===== config.mk =====
export PLATFORM = sky130hd
export DESIGN_NAME = lvds_soft_deser_align_flat
export DESIGN_NICKNAME = d
export VERILOG_FILES = /design/src/rtl/lvds_soft_deser_align_pkg.sv /design/src/rtl/lvds_soft_deser_align_if.sv /design/src/rtl/lvds_soft_deser_align_bit_shift.sv /design/src/rtl/lvds_soft_deser_align.sv /design/src/flat_wrapper.sv
export SDC_FILE = /design/constraint.sdc
export NUM_CORES = 1
export LEC_CHECK = 0
export BUFFER_PORTS_ARGS = -buffer_cell sky130_fd_sc_hd__buf_2
export CORE_ASPECT_RATIO = 0.9
export CORE_UTILIZATION = 25
export DETAILED_ROUTE_END_ITERATION = 8
export PLACE_DENSITY = 0.42
export SLEW_MARGIN = 5
export SYNTH_ARGS = -nofsm -noshare
export SYNTH_HDL_FRONTEND = slang
export SYNTH_HIERARCHICAL = 1
export SYNTH_SLANG_ARGS = --single-unit

===== constraint.sdc =====
create_clock -name clk -period 2.4 [get_ports clk]
set_input_delay 0.24 -clock clk [delete_from_list [all_inputs] [get_ports clk]]
set_output_delay 0.24 -clock clk [all_outputs]
set_load 0.05 [all_outputs]

===== src/rtl/lvds_soft_deser_align_pkg.sv =====
`default_nettype none
// +--------------------------------------------------------------------------+
// | Package    : lvds_pkg                                                    |
// | Purpose    : Shared types and constants for the soft LVDS deserialiser   |
// |              and word aligner: alignment state enum, word width and the  |
// |              default training/sync word.                                 |
// | Ports      : none                                                        |
// | Revision   : 1.0 - initial release                                       |
// +--------------------------------------------------------------------------+
package lvds_pkg;

  localparam int unsigned c_word_w = 8;

  localparam logic [c_word_w-1:0] c_sync_word = 8'hA5;

  typedef enum logic [1:0] {
    HUNT   = 2'd0,
    VERIFY = 2'd1,
    LOCKED = 2'd2
  } lvds_state_e;

endpackage
`default_nettype wire


===== src/rtl/lvds_soft_deser_align_if.sv =====
`default_nettype none
// +--------------------------------------------------------------------------+
// | Interface  : lvds_soft_deser_align_if                                    |
// | Purpose    : Bundles the serial input, realign request and the aligned   |
// |              parallel receive outputs of the LVDS deserialiser.          |
// | Signals    : rx_in, realign            (towards the receiver)            |
// |              rx_data[7:0], rx_valid,   (from the receiver)               |
// |              rx_sync, locked, lock_lost                                  |
// | Modports   : master - drives the serial side, observes the outputs       |
// |              slave  - the receiver itself                                |
// | Revision   : 1.0 - initial release                                       |
// +--------------------------------------------------------------------------+
interface lvds_soft_deser_align_if;
  import lvds_pkg::*;

  logic                rx_in;
  logic                realign;
  logic [c_word_w-1:0] rx_data;
  logic                rx_valid;
  logic                rx_sync;
  logic                locked;
  logic                lock_lost;

  modport master (
    output rx_in, realign,
    input  rx_data, rx_valid, rx_sync, locked, lock_lost
  );

  modport slave (
    input  rx_in, realign,
    output rx_data, rx_valid, rx_sync, locked, lock_lost
  );

endinterface
`default_nettype wire


===== src/rtl/lvds_soft_deser_align_bit_shift.sv =====
`default_nettype none
// +--------------------------------------------------------------------------+
// | Module     : lvds_bit_shift                                              |
// | Purpose    : Serial-in shift register (MSB first) and free-running 3-bit |
// |              bit counter with a synchronous clear used for alignment.    |
// | Ports      : clk, rst_n   - clock, async active-low reset                |
// |              rx_in        - serial bit sampled this edge                 |
// |              cnt_clr      - forces bit counter to 0 on the next edge     |
// |              word[7:0]    - {sr[6:0], rx_in}: word ending at this bit    |
// |              bit_cnt[2:0] - current bit counter value                    |
// | Revision   : 1.0 - initial release                                       |
// +--------------------------------------------------------------------------+
module lvds_bit_shift
  import lvds_pkg::*;
(
  input  wire logic                clk,
  input  wire logic                rst_n,
  input  wire logic                rx_in,
  input  wire logic                cnt_clr,
  output logic      [c_word_w-1:0] word,
  output logic      [2:0]          bit_cnt
);

  logic [c_word_w-1:0] sr_q, sr_d;
  logic [2:0]          bit_cnt_q, bit_cnt_d;
  logic                w_sr_unused;

  always_comb begin
    sr_d      = {sr_q[c_word_w-2:0], rx_in};
    bit_cnt_d = cnt_clr ? 3'd0 : bit_cnt_q + 3'd1;
  end

  always_ff @(posedge clk or negedge rst_n) begin
    if (!rst_n) begin
      sr_q      <= '0;
      bit_cnt_q <= 3'd0;
    end else begin
      sr_q      <= sr_d;
      bit_cnt_q <= bit_cnt_d;
    end
  end

  // The word completed by the current bit is exactly the next shift value.
  assign word    = sr_d;
  assign bit_cnt = bit_cnt_q;

  // The oldest bit falls off the end once the next word is formed.
  assign w_sr_unused = sr_q[c_word_w-1];

endmodule
`default_nettype wire


===== src/rtl/lvds_soft_deser_align.sv =====
`default_nettype none
// +--------------------------------------------------------------------------+
// | Module     : lvds_soft_deser_align                                       |
// | Purpose    : Soft LVDS 8:1 receiver. Deserialises MSB first, hunts for   |
// |              SYNC_WORD at any bit offset, verifies LOCK_CNT aligned sync |
// |              words, then emits aligned words with a valid strobe.        |
// | Ports      : clk, rst_n   - bit clock, async active-low reset            |
// |              bus (slave)  - rx_in, realign in; rx_data, rx_valid,        |
// |                             rx_sync, locked, lock_lost out               |
// | Options    : LVDS_RX_RESYNC_EN - drop lock after FRAME_WORDS consecutive |
// |              non-sync words while LOCKED                                 |
// | Revision   : 1.0 - initial release                                       |
// +--------------------------------------------------------------------------+
module lvds_soft_deser_align
  import lvds_pkg::*;
#(
  parameter logic [c_word_w-1:0] SYNC_WORD   = c_sync_word,
  parameter int unsigned         LOCK_CNT    = 4,
  parameter int unsigned         FRAME_WORDS = 64
) (
  input wire logic               clk,
  input wire logic               rst_n,
  lvds_soft_deser_align_if.slave bus
);

  localparam logic [3:0] c_lock_cnt = 4'(LOCK_CNT);

  logic [c_word_w-1:0] w_word;
  logic [2:0]          w_bit_cnt;
  logic                w_boundary;
  logic                w_is_sync;
  logic                cnt_clr;

  lvds_state_e         state_q, state_d;
  logic [3:0]          match_cnt_q, match_cnt_d;
  logic [c_word_w-1:0] rx_data_q, rx_data_d;
  logic                rx_valid_q, rx_valid_d;
  logic                rx_sync_q, rx_sync_d;
  logic                locked_q, locked_d;
  logic                lock_lost_q, lock_lost_d;

`ifdef LVDS_RX_RESYNC_EN
  localparam int unsigned c_wcnt_w = (FRAME_WORDS > 1) ? $clog2(FRAME_WORDS) : 1;
  logic [c_wcnt_w-1:0] wcnt_q, wcnt_d;
`else
  logic [31:0]         w_frame_unused;
  assign w_frame_unused = FRAME_WORDS;
`endif

  lvds_bit_shift u_bit_shift (
    .clk     (clk),
    .rst_n   (rst_n),
    .rx_in   (bus.rx_in),
    .cnt_clr (cnt_clr),
    .word    (w_word),
    .bit_cnt (w_bit_cnt)
  );

  assign w_boundary = (w_bit_cnt == 3'd7);
  assign w_is_sync  = (w_word == SYNC_WORD);

  always_comb begin
    state_d     = state_q;
    match_cnt_d = match_cnt_q;
    rx_data_d   = rx_data_q;
    rx_valid_d  = 1'b0;
    rx_sync_d   = 1'b0;
    lock_lost_d = 1'b0;
    cnt_clr     = 1'b0;
`ifdef LVDS_RX_RESYNC_EN
    wcnt_d      = wcnt_q;
`endif

    // realign overrides everything, including a word completing this cycle.
    if (bus.realign) begin
      state_d     = HUNT;
      match_cnt_d = 4'd0;
      cnt_clr     = 1'b1;
      lock_lost_d = (state_q == LOCKED);
    end else begin
      case (state_q)
        HUNT: begin
          // Bit-granular search: the boundary is wherever the sync word ends.
          if (w_is_sync) begin
            cnt_clr     = 1'b1;
            match_cnt_d = 4'd1;
            state_d     = (c_lock_cnt == 4'd1) ? LOCKED : VERIFY;
          end
        end
        VERIFY: begin
          if (w_boundary) begin
            if (w_is_sync) begin
              match_cnt_d = match_cnt_q + 4'd1;
              if (match_cnt_d == c_lock_cnt) state_d = LOCKED;
            end else begin
              state_d     = HUNT;
              match_cnt_d = 4'd0;
            end
          end
        end
        LOCKED: begin
          if (w_boundary) begin
            rx_data_d  = w_word;
            rx_valid_d = 1'b1;
            rx_sync_d  = w_is_sync;
`ifdef LVDS_RX_RESYNC_EN
            // The word that exhausts the frame budget is still delivered.
            if (w_is_sync) begin
              wcnt_d = '0;
            end else if (wcnt_q == c_wcnt_w'(FRAME_WORDS - 1)) begin
              wcnt_d      = '0;
              state_d     = HUNT;
              match_cnt_d = 4'd0;
              lock_lost_d = 1'b1;
            end else begin
              wcnt_d = wcnt_q + 1'b1;
            end
`endif
          end
        end
        default: begin
          state_d     = HUNT;
          match_cnt_d = 4'd0;
        end
      endcase
    end

`ifdef LVDS_RX_RESYNC_EN
    // Each lock starts with a fresh frame budget.
    if (state_d != LOCKED) wcnt_d = '0;
`endif

    locked_d = (state_d == LOCKED);
  end

  always_ff @(posedge clk or negedge rst_n) begin
    if (!rst_n) begin
      state_q     <= HUNT;
      match_cnt_q <= 4'd0;
      rx_data_q   <= '0;
      rx_valid_q  <= 1'b0;
      rx_sync_q   <= 1'b0;
      locked_q    <= 1'b0;
      lock_lost_q <= 1'b0;
`ifdef LVDS_RX_RESYNC_EN
      wcnt_q      <= '0;
`endif
    end else begin
      state_q     <= state_d;
      match_cnt_q <= match_cnt_d;
      rx_data_q   <= rx_data_d;
      rx_valid_q  <= rx_valid_d;
      rx_sync_q   <= rx_sync_d;
      locked_q    <= locked_d;
      lock_lost_q <= lock_lost_d;
`ifdef LVDS_RX_RESYNC_EN
      wcnt_q      <= wcnt_d;
`endif
    end
  end

  assign bus.rx_data   = rx_data_q;
  assign bus.rx_valid  = rx_valid_q;
  assign bus.rx_sync   = rx_sync_q;
  assign bus.locked    = locked_q;
  assign bus.lock_lost = lock_lost_q;

endmodule
`default_nettype wire

===== src/flat_wrapper.sv =====
// flat-port wrapper written by rule: the top's interface ports become plain ports
module lvds_soft_deser_align_flat import lvds_pkg::*;
#(
  parameter logic [c_word_w-1:0] SYNC_WORD   = c_sync_word,
  parameter int unsigned         LOCK_CNT    = 4,
  parameter int unsigned         FRAME_WORDS = 64
)
  (clk, rst_n, bus_rx_in, bus_realign, bus_rx_data, bus_rx_valid, bus_rx_sync, bus_locked, bus_lock_lost);
  lvds_soft_deser_align_if bus_i ();
  input wire logic clk;
  input wire logic rst_n;
  input wire logic [$bits(bus_i.rx_in)-1:0] bus_rx_in;
  input wire logic [$bits(bus_i.realign)-1:0] bus_realign;
  output wire logic [$bits(bus_i.rx_data)-1:0] bus_rx_data;
  output wire logic [$bits(bus_i.rx_valid)-1:0] bus_rx_valid;
  output wire logic [$bits(bus_i.rx_sync)-1:0] bus_rx_sync;
  output wire logic [$bits(bus_i.locked)-1:0] bus_locked;
  output wire logic [$bits(bus_i.lock_lost)-1:0] bus_lock_lost;
  assign bus_i.rx_in = bus_rx_in;
  assign bus_i.realign = bus_realign;
  assign bus_rx_data = bus_i.rx_data;
  assign bus_rx_valid = bus_i.rx_valid;
  assign bus_rx_sync = bus_i.rx_sync;
  assign bus_locked = bus_i.locked;
  assign bus_lock_lost = bus_i.lock_lost;
  lvds_soft_deser_align #(.SYNC_WORD(SYNC_WORD), .LOCK_CNT(LOCK_CNT), .FRAME_WORDS(FRAME_WORDS)) u_core (.clk(clk), .rst_n(rst_n), .bus(bus_i));
endmodule

==> results of run 1 <==
cell usage after synthesis (all sizes together), types with 2 or more instances:
library cell,instances
buf,2
nand3,3
o21ai,2
and4bb,2
mux2,8
dfrtp,28
nor2b,2
nand2,5
o21a,2
inv,5
ha,3
xor2,2
nor2,4
power groups by stage:
stage | clock network [mW] | logic [mW] | registers [mW]
after floorplan | 0 | 0.0218 | 0.506
after global placement | 0 | 0.0412 | 0.505
after detailed placement | 0 | 0.0414 | 0.505
after CTS | 0.381 | 0.0429 | 0.496
after global routing | 0.404 | 0.0484 | 0.498
final | 0.366 | 0.0415 | 0.495
flip-flops by register name, summed over array words and instances, names as in the netlist:
register and count:
u_core/bus.lock_lost 1, u_core/bus.locked 1, u_core/u_bit_shift/bit_cnt 3, u_core/u_bit_shift/sr_q 7
u_core/bus.rx_valid 1, u_core/bus.rx_data 8, u_core/match_cnt_q 4, u_core/state_q 2
u_core/bus.rx_sync 1
logic make-up after synthesis:
family                   Yosys count  share of synthesized area, %
buffers and inverters              8                          3.51
adder cells (fa/ha/maj)            3                          3.19
flip-flops                        28                          59.5
multiplexers                       8                          10.2
XOR/XNOR                           3                          2.23
AND/OR/NAND/NOR                   23                          11.5
AO/OA/AOI/OAI                     15                          9.88
routing by layer:
| metal | share of wire [%] | vias to the layer above |
|---|---|---|
| met5 | 0 | - |
| met4 | 0 | 0 |
| met3 | 3.6 | 0 |
| met2 | 45 | 15 |
| met1 | 51 | 355 |
| li1 | - | 344 |
final cells by class:
class	instances	area, µm²
Sequential cell	28	701
Clock buffer	3	41.3
Multi-Input combinational cell	52	435
Clock inverter	1	30.0
Inverter	5	18.8
Fill cell	475	3100
Tap cell	62	77.6
Timing Repair Buffer	16	85.1
final timing paths:
| path | to | startpoint |
|---|---|---|
| setup / recovery | u_core/bus.rx_data[0]$_DFFE_PN0P_ | u_core/state_q[1]$_DFF_PN0_ |
| setup reg to reg | u_core/bus.rx_data[0]$_DFFE_PN0P_ | u_core/state_q[1]$_DFF_PN0_ |
| max in group asynchronous | u_core/bus.rx_data[1]$_DFFE_PN0P_ | rst_n |
| hold / removal | u_core/u_bit_shift/sr_q[0]$_DFF_PN0_ | bus_rx_in |
| min in group asynchronous | u_core/bus.rx_data[5]$_DFFE_PN0P_ | rst_n |
| hold reg to reg | u_core/u_bit_shift/sr_q[1]$_DFF_PN0_ | u_core/u_bit_shift/sr_q[0]$_DFF_PN0_ |
worst max-delay path, stage by stage, from the launching register on:
cell and delay (ns):
sky130_fd_sc_hd__dfrtp_1 0.49, sky130_fd_sc_hd__inv_2 0.08, sky130_fd_sc_hd__or3_1 0.34, sky130_fd_sc_hd__or2_1 0.44
sky130_fd_sc_hd__mux2_4 0.37
==> results by group, run 1 <==
Flow run
  – Max Cap Violations: 0

Global routing
  – Global route total overflow: 0
  – Maximum number of pins on one net before global-route repair: 29
  – All-Layer GR Usage: 8.80%
  – Global-route wire length before repair: 3220 µm
  – Number of antenna violations at the first check in global routing: 0
  – GRT met1 Usage: 11.9%
  – GR met2 Demand/Resource: 12.6%
  – Number of global-route vias before repair: 641
  – Routing layer with the top usage in global route: met2
  – GRT met3 Usage: 3.33%

Logic synthesis
  – Distinct cell type count after synthesis: 35
  – Number of cells produced by synthesis: 88
  – Leading cell types by total area after synthesis: sky130_fd_sc_hd__dfrtp_1 (60%), sky130_fd_sc_hd__mux2_4 (10%), sky130_fd_sc_hd__ha_1 (3.2%)
  – Synthesized Nets: 95
  – Count of flip-flops with a built-in enable after synthesis: 0
  – Area fraction of the dominant cell type after synthesis: 59.5%
  – Synthesized flop and latch total: 28
  – Cell type with the highest aggregate area in the netlist: sky130_fd_sc_hd__dfrtp_1
  – Portion of the post-synthesis area used by sequential elements: 59.5%
  – Mean cell area of the mapped netlist: 13.4 µm²
  – Yosys warnings: 6
  – Share of synthesized flip-flops with an asynchronous set or reset: 100%
  – Top_reg_cell synth: sky130_fd_sc_hd__dfrtp_1
  – Area of the mapped netlist: 1180 µm²

Drt
  – Post-route DRC: 0
  – Aggregate routed wire length: 1960 µm
  – Wire per inst: 11.7 µm
  – 1st-iter DRT viols: 45
  – Post-DRT Antenna Nets: 0
  – Number of iterations in the first detailed-routing pass: 4
  – Detailed-route via count: 714
  – Via count normalized by instance count: 4.28

STA
  – Normalized max-slew margin: 58.1%
  – Sum Neg Setup Slack: 0 ns
  – Post-route worst setup slack: 0.550 ns
  – Unrepaired setup endpoints after global routing: false
  – Layout Skew: 0.0111 ns
  – Post-route minimum period: 1.85 ns
  – Number of failing setup endpoints in the final timing report: 0
  – Pins over their slew limit: 0
  – Worst Hold Margin: 0.109 ns
  – Actual transition at the worst max-transition pin: 0.628 ns
  – Final period utilization: 77.1%
  – Maximum clock frequency: 541 MHz
  – Hold Vio Cnt, Final: 0

Die
  – Initial core utilization: 26.2%
  – Std-Cell Core Area: 4490 µm²
  – Count of boundary I/O pins: 16
  – Width of the die: 74.3 µm
  – Die Y: 67.1 µm
  – DIE AREA: 4990 µm²
  – Number of core rows: 23

Critical path
  – Reg2Reg Depth: 4
  – Nature of the critical path endpoint: flop
  – Endpoint arrival time on the critical path: 2.01 ns
  – Crit path required time: 2.56 ns
  – Category of the critical setup timing path: flop to flop
  – Top fanout value on the critical path: 10
  – Setup slack of the most critical reg-to-reg path: 0.55 ns
  – Startpoint kind of the worst setup timing path: flop

Cells and area
  – Most common library cell in the layout ignoring fill and taps: sky130_fd_sc_hd__dfrtp_1
  – Share of post-route cells with drive strength above 1: 31.4%
  – Count of inserted antenna diode cells: 0
  – Post-layout util: 30.9%
  – Nets@finish: 113
  – Count of non-filler cells in the finished layout: 167
  – Signed area change from the synthesized netlist to the final layout: 18.0%
  – Finished Cell Area: 1390 µm²
  – Leading cell types in the layout, fill and taps excluded: sky130_fd_sc_hd__dfrtp_1 (28), sky130_fd_sc_hd__buf_2 (15), sky130_fd_sc_hd__mux2_4 (8), sky130_fd_sc_hd__nand2_1 (5)

Power and ir drop
  – Sequential fraction of design power: 54.9%
  – Total leakage power: 0.690 nW
  – Switching part of the total: 19.7%
  – Combinational cell fraction of total power: 4.6%
  – Internal power consumption: 0.725 mW
  – Peak VDD IR: 0.000216 V
  – Net Switching: 0.178 mW
  – Relative contribution of the clock network to total power: 40.6%
  – Overall power after layout: 0.903 mW
  – Power density over cell area: 650 nW/µm²

Place
  – Routability congestion estimate from global placement: 0.733
  – Quantity of I/O buffers inserted on ports: 15
  – Cell count after placement: 162
  – Post-placement worst setup slack: 0.579 ns
  – Final HPWL DP: 1410 µm
  – Cell Area, Placed: 1310 µm²

Clock network
  – CTS resizes: 0
  – Root cell of the clock tree: sky130_fd_sc_hd__clkbuf_8
  – Buffer levels on the longest clock path: 2
  – CTS clock-pin slew for the worst setup and hold paths: 0.10 ns
  – Number of buffers added by the clock tree synthesis step: 3
  – TritonCTS clock tree: done
  – # H-tree levels: 1
  – Clock sink count: 28
  – Post-CTS Hold Buffers: 1
  – Post-CTS Setup Inserts: 0
  – Clock latency on the worst-skew pair: 0.28 ns

Min path
  – Class of the most critical hold timing path: primary input to flop
  – Hold path cells: 1

Run status
  – Run status: finished, final reports clean
Note: power is estimated with default switching activity, not from simulation.
==> run 2: changes to the inputs <==
--- a/config.mk
+++ b/config.mk
@@ -9,7 +9,7 @@
 export CORE_ASPECT_RATIO = 0.9
 export CORE_UTILIZATION = 25
 export DETAILED_ROUTE_END_ITERATION = 8
-export PLACE_DENSITY = 0.42
+export PLACE_DENSITY = 0.44
 export SLEW_MARGIN = 5
 export SYNTH_ARGS = -nofsm -noshare
 export SYNTH_HDL_FRONTEND = slang
==> constraint.sdc (replaced) <==
create_clock -name clk -period 1.68 [get_ports clk]
set_input_delay 0.168 -clock clk [delete_from_list [all_inputs] [get_ports clk]]
set_output_delay 0.168 -clock clk [all_outputs]
set_load 0.05 [all_outputs]
==> run 2 against run 1 <==
- first-iteration DRC count decreased by 18%
- global-route usage increased by 1.9 points
- sequential share of layout area decreased by 3.0 points
- design area increased by 6.3%
- core utilization increased by 2.0 points
- largest power group unchanged
- clock power increased by 48%
- via count increased by 6.2%
- worst hold slack got worse by 0.076 ns
- largest cell class unchanged
==> results by group, run 2 (synthesis results as in run 1) <==
Run status
  – Run status: finished, final reports clean

Clock network
  – TritonCTS clock tree: done
  – Root cell of the clock tree: sky130_fd_sc_hd__clkbuf_8
  – Buffer levels on the longest clock path: 2
  – Clock latency on the worst-skew pair: 0.28 ns
  – Number of buffers added by the clock tree synthesis step: 3
  – # H-tree levels: 1
  – Clock sink count: 28
  – CTS clock-pin slew for the worst setup and hold paths: 0.10 ns

Min path
  – Class of the most critical hold timing path: primary input to flop

STA
  – Sum Neg Setup Slack: 0 ns
  – Post-route worst setup slack: 0.0938 ns
  – Normalized max-slew margin: 58.6%
  – Pins over their slew limit: 0
  – Unrepaired setup endpoints after global routing: false
  – Maximum clock frequency: 630 MHz
  – Layout Skew: 0.00350 ns
  – Number of failing setup endpoints in the final timing report: 0
  – Actual transition at the worst max-transition pin: 0.621 ns
  – Final period utilization: 94.4%
  – Post-route minimum period: 1.59 ns
  – Hold Vio Cnt, Final: 0

Global routing
  – Maximum number of pins on one net before global-route repair: 29
  – Number of antenna violations at the first check in global routing: 0
  – Global-route wire length before repair: 3830 µm
  – Number of global-route vias before repair: 767
  – Global route total overflow: 0
  – All-Layer GR Usage: 10.7%

Cells and area
  – Most common library cell in the layout ignoring fill and taps: sky130_fd_sc_hd__dfrtp_1
  – Nets@finish: 124
  – Layout filler cell count: 470
  – Largest register FFs: 8
  – Share of post-route cells with drive strength above 1: 38.8%
  – Signed area change from the synthesized netlist to the final layout: 25.4%
  – Count of inserted antenna diode cells: 0
  – Leading cell types in the layout, fill and taps excluded: sky130_fd_sc_hd__dfrtp_1 (28), sky130_fd_sc_hd__buf_2 (15), sky130_fd_sc_hd__buf_4 (11), sky130_fd_sc_hd__mux2_4 (8), sky130_fd_sc_hd__nand2_1 (5)

Critical path
  – Library cell contributing the largest single delay on the critical path: sky130_fd_sc_hd__dfrtp_1
  – Nature of the critical path endpoint: flop
  – Crit path required time: 1.85 ns
  – CP startpoint: u_core/state_q[1]$_DFF_PN0_
  – Crit-path cells: inv_2 -> or3_4 -> or2_1 -> buf_4 -> mux2_4
  – Crit path to: u_core/bus.rx_data[7]$_DFFE_PN0P_
  – Critical path's largest stage delay: 0.39 ns
  – Reg2Reg Depth: 5
  – Endpoint arrival time on the critical path: 1.76 ns
  – Top fanout value on the critical path: 5
  – Category of the critical setup timing path: flop to flop
  – Reg2reg end: u_core/bus.rx_data[7]$_DFFE_PN0P_
  – Setup slack of the most critical reg-to-reg path: 0.09 ns
  – RR Startpoint: u_core/state_q[1]$_DFF_PN0_
  – Startpoint kind of the worst setup timing path: flop

Drt
  – Via count normalized by instance count: 4.26
  – Wire per inst: 13.1 µm
  – Aggregate routed wire length: 2330 µm
  – 1st-iter DRT viols: 37
  – Number of iterations in the first detailed-routing pass: 4
  – Detailed-route via count: 758
  – Post-DRT Antenna Nets: 0
  – Post-route DRC: 0

Flow run
  – Max Cap Violations: 0

Power and ir drop
  – Power density over cell area: 894 nW/µm²
  – Combinational cell fraction of total power: 5.3%
  – Relative contribution of the clock network to total power: 41.1%
  – Switching part of the total: 21.0%
  – Internal power consumption: 1.04 mW
  – Peak VDD IR: 0.000313 V
  – Net Switching: 0.277 mW
  – Sequential fraction of design power: 53.6%
  – Total leakage power: 0.743 nW

Die
  – Width of the die: 74.3 µm
  – Number of core rows: 23
  – Initial core utilization: 26.2%
  – Std-Cell Core Area: 4490 µm²
  – Die Y: 67.1 µm
  – DIE AREA: 4990 µm²
  – Count of boundary I/O pins: 16

Place
  – Routability congestion estimate from global placement: 0.801
  – Post-placement worst setup slack: 0.0646 ns
  – Quantity of I/O buffers inserted on ports: 15
  – Final HPWL DP: 1650 µm
run 2: per-layer routing:
metal / GRT usage [%] / share of wire, % / routed length, µm
met5: 0 / 0 / 0
met2: 16.3 / 46 / 1080
met4: 4.95 / 1.2 / 29
met1: 14.4 / 49 / 1150
met3: 2.42 / 3.1 / 71
run 2: worst min-delay path by stage:
stage | start | to | slack [ns] | depth (start not counted)
after CTS | bus_rx_in | u_core/u_bit_shift/sr_q[0]$_DFF_PN0_ | 0.03 | 1
after floorplan | rst_n | u_core/bus.lock_lost$_DFF_PN0_ | -0.13 | 0
after detailed placement | rst_n | u_core/match_cnt_q[0]$_DFFE_PN0P_ | 0.23 | 1
final | bus_rx_in | u_core/u_bit_shift/sr_q[0]$_DFF_PN0_ | 0.03 | 1
after global routing | bus_rx_in | u_core/u_bit_shift/sr_q[0]$_DFF_PN0_ | 0.02 | 1
after global placement | rst_n | u_core/state_q[0]$_DFF_PN0_ | 0.22 | 1
run 2: cell type report:
class	count	area (µm²)	area share (%)
clock buffers	3	41.3	2.80
clock inverters	1	30.0	2.03
inverters	5	18.8	1.27
multi-input cells	52	440	29.8
flip-flops and latches	28	701	47.5
well taps	62	77.6	5.25
repair buffers	27	168	11.4
run 2: critical path, delay by kind of cell (launching register included):
kind                   cells  cell delay, ns
DFF                        1            0.39
muxes                      1            0.30
buffers and inverters      2            0.22
and+or+nand+nor            2            0.57
run 2: power groups by stage:
| stage | clock [mW] | sequential (mW) | combinational (mW) |
|---|---|---|---|
| 6_report | 0.542 | 0.708 | 0.0698 |
| 5_1_grt | 0.581 | 0.711 | 0.0785 |
| 2_1_floorplan | 0 | 0.722 | 0.0311 |
| 3_5_place_dp | 0 | 0.721 | 0.0689 |
| 4_1_cts | 0.559 | 0.708 | 0.0712 |
| 3_3_place_gp | 0 | 0.720 | 0.0670 |
run 2: what timing repair did:
item / CTS / global route
hold endpoints to repair: 28 / 0
endpoints found under the setup margin: 0 / 6
gates resized for setup: 0 / 1
setup buffers: 0 / 0
hold buffers: 1 / 0
run 2: through the flow:
| stage | power [mW] | utilization, % | hold WS [ns] | cell area (µm²) | instances |
|---|---|---|---|---|---|
| after floorplan | 0.753 | - | -0.128 | 1180 | 88 |
| after global placement | 0.787 | 31.0 | 0.223 | 1390 | 173 |
| after detailed placement | 0.790 | 31.0 | 0.227 | 1390 | 173 |
| after CTS | 1.34 | 32.8 | 0.0255 | 1470 | 178 |
| after global routing | 1.37 | 32.9 | 0.0245 | 1480 | 178 |
| final | 1.32 | 32.9 | 0.0324 | 1480 | 178 |
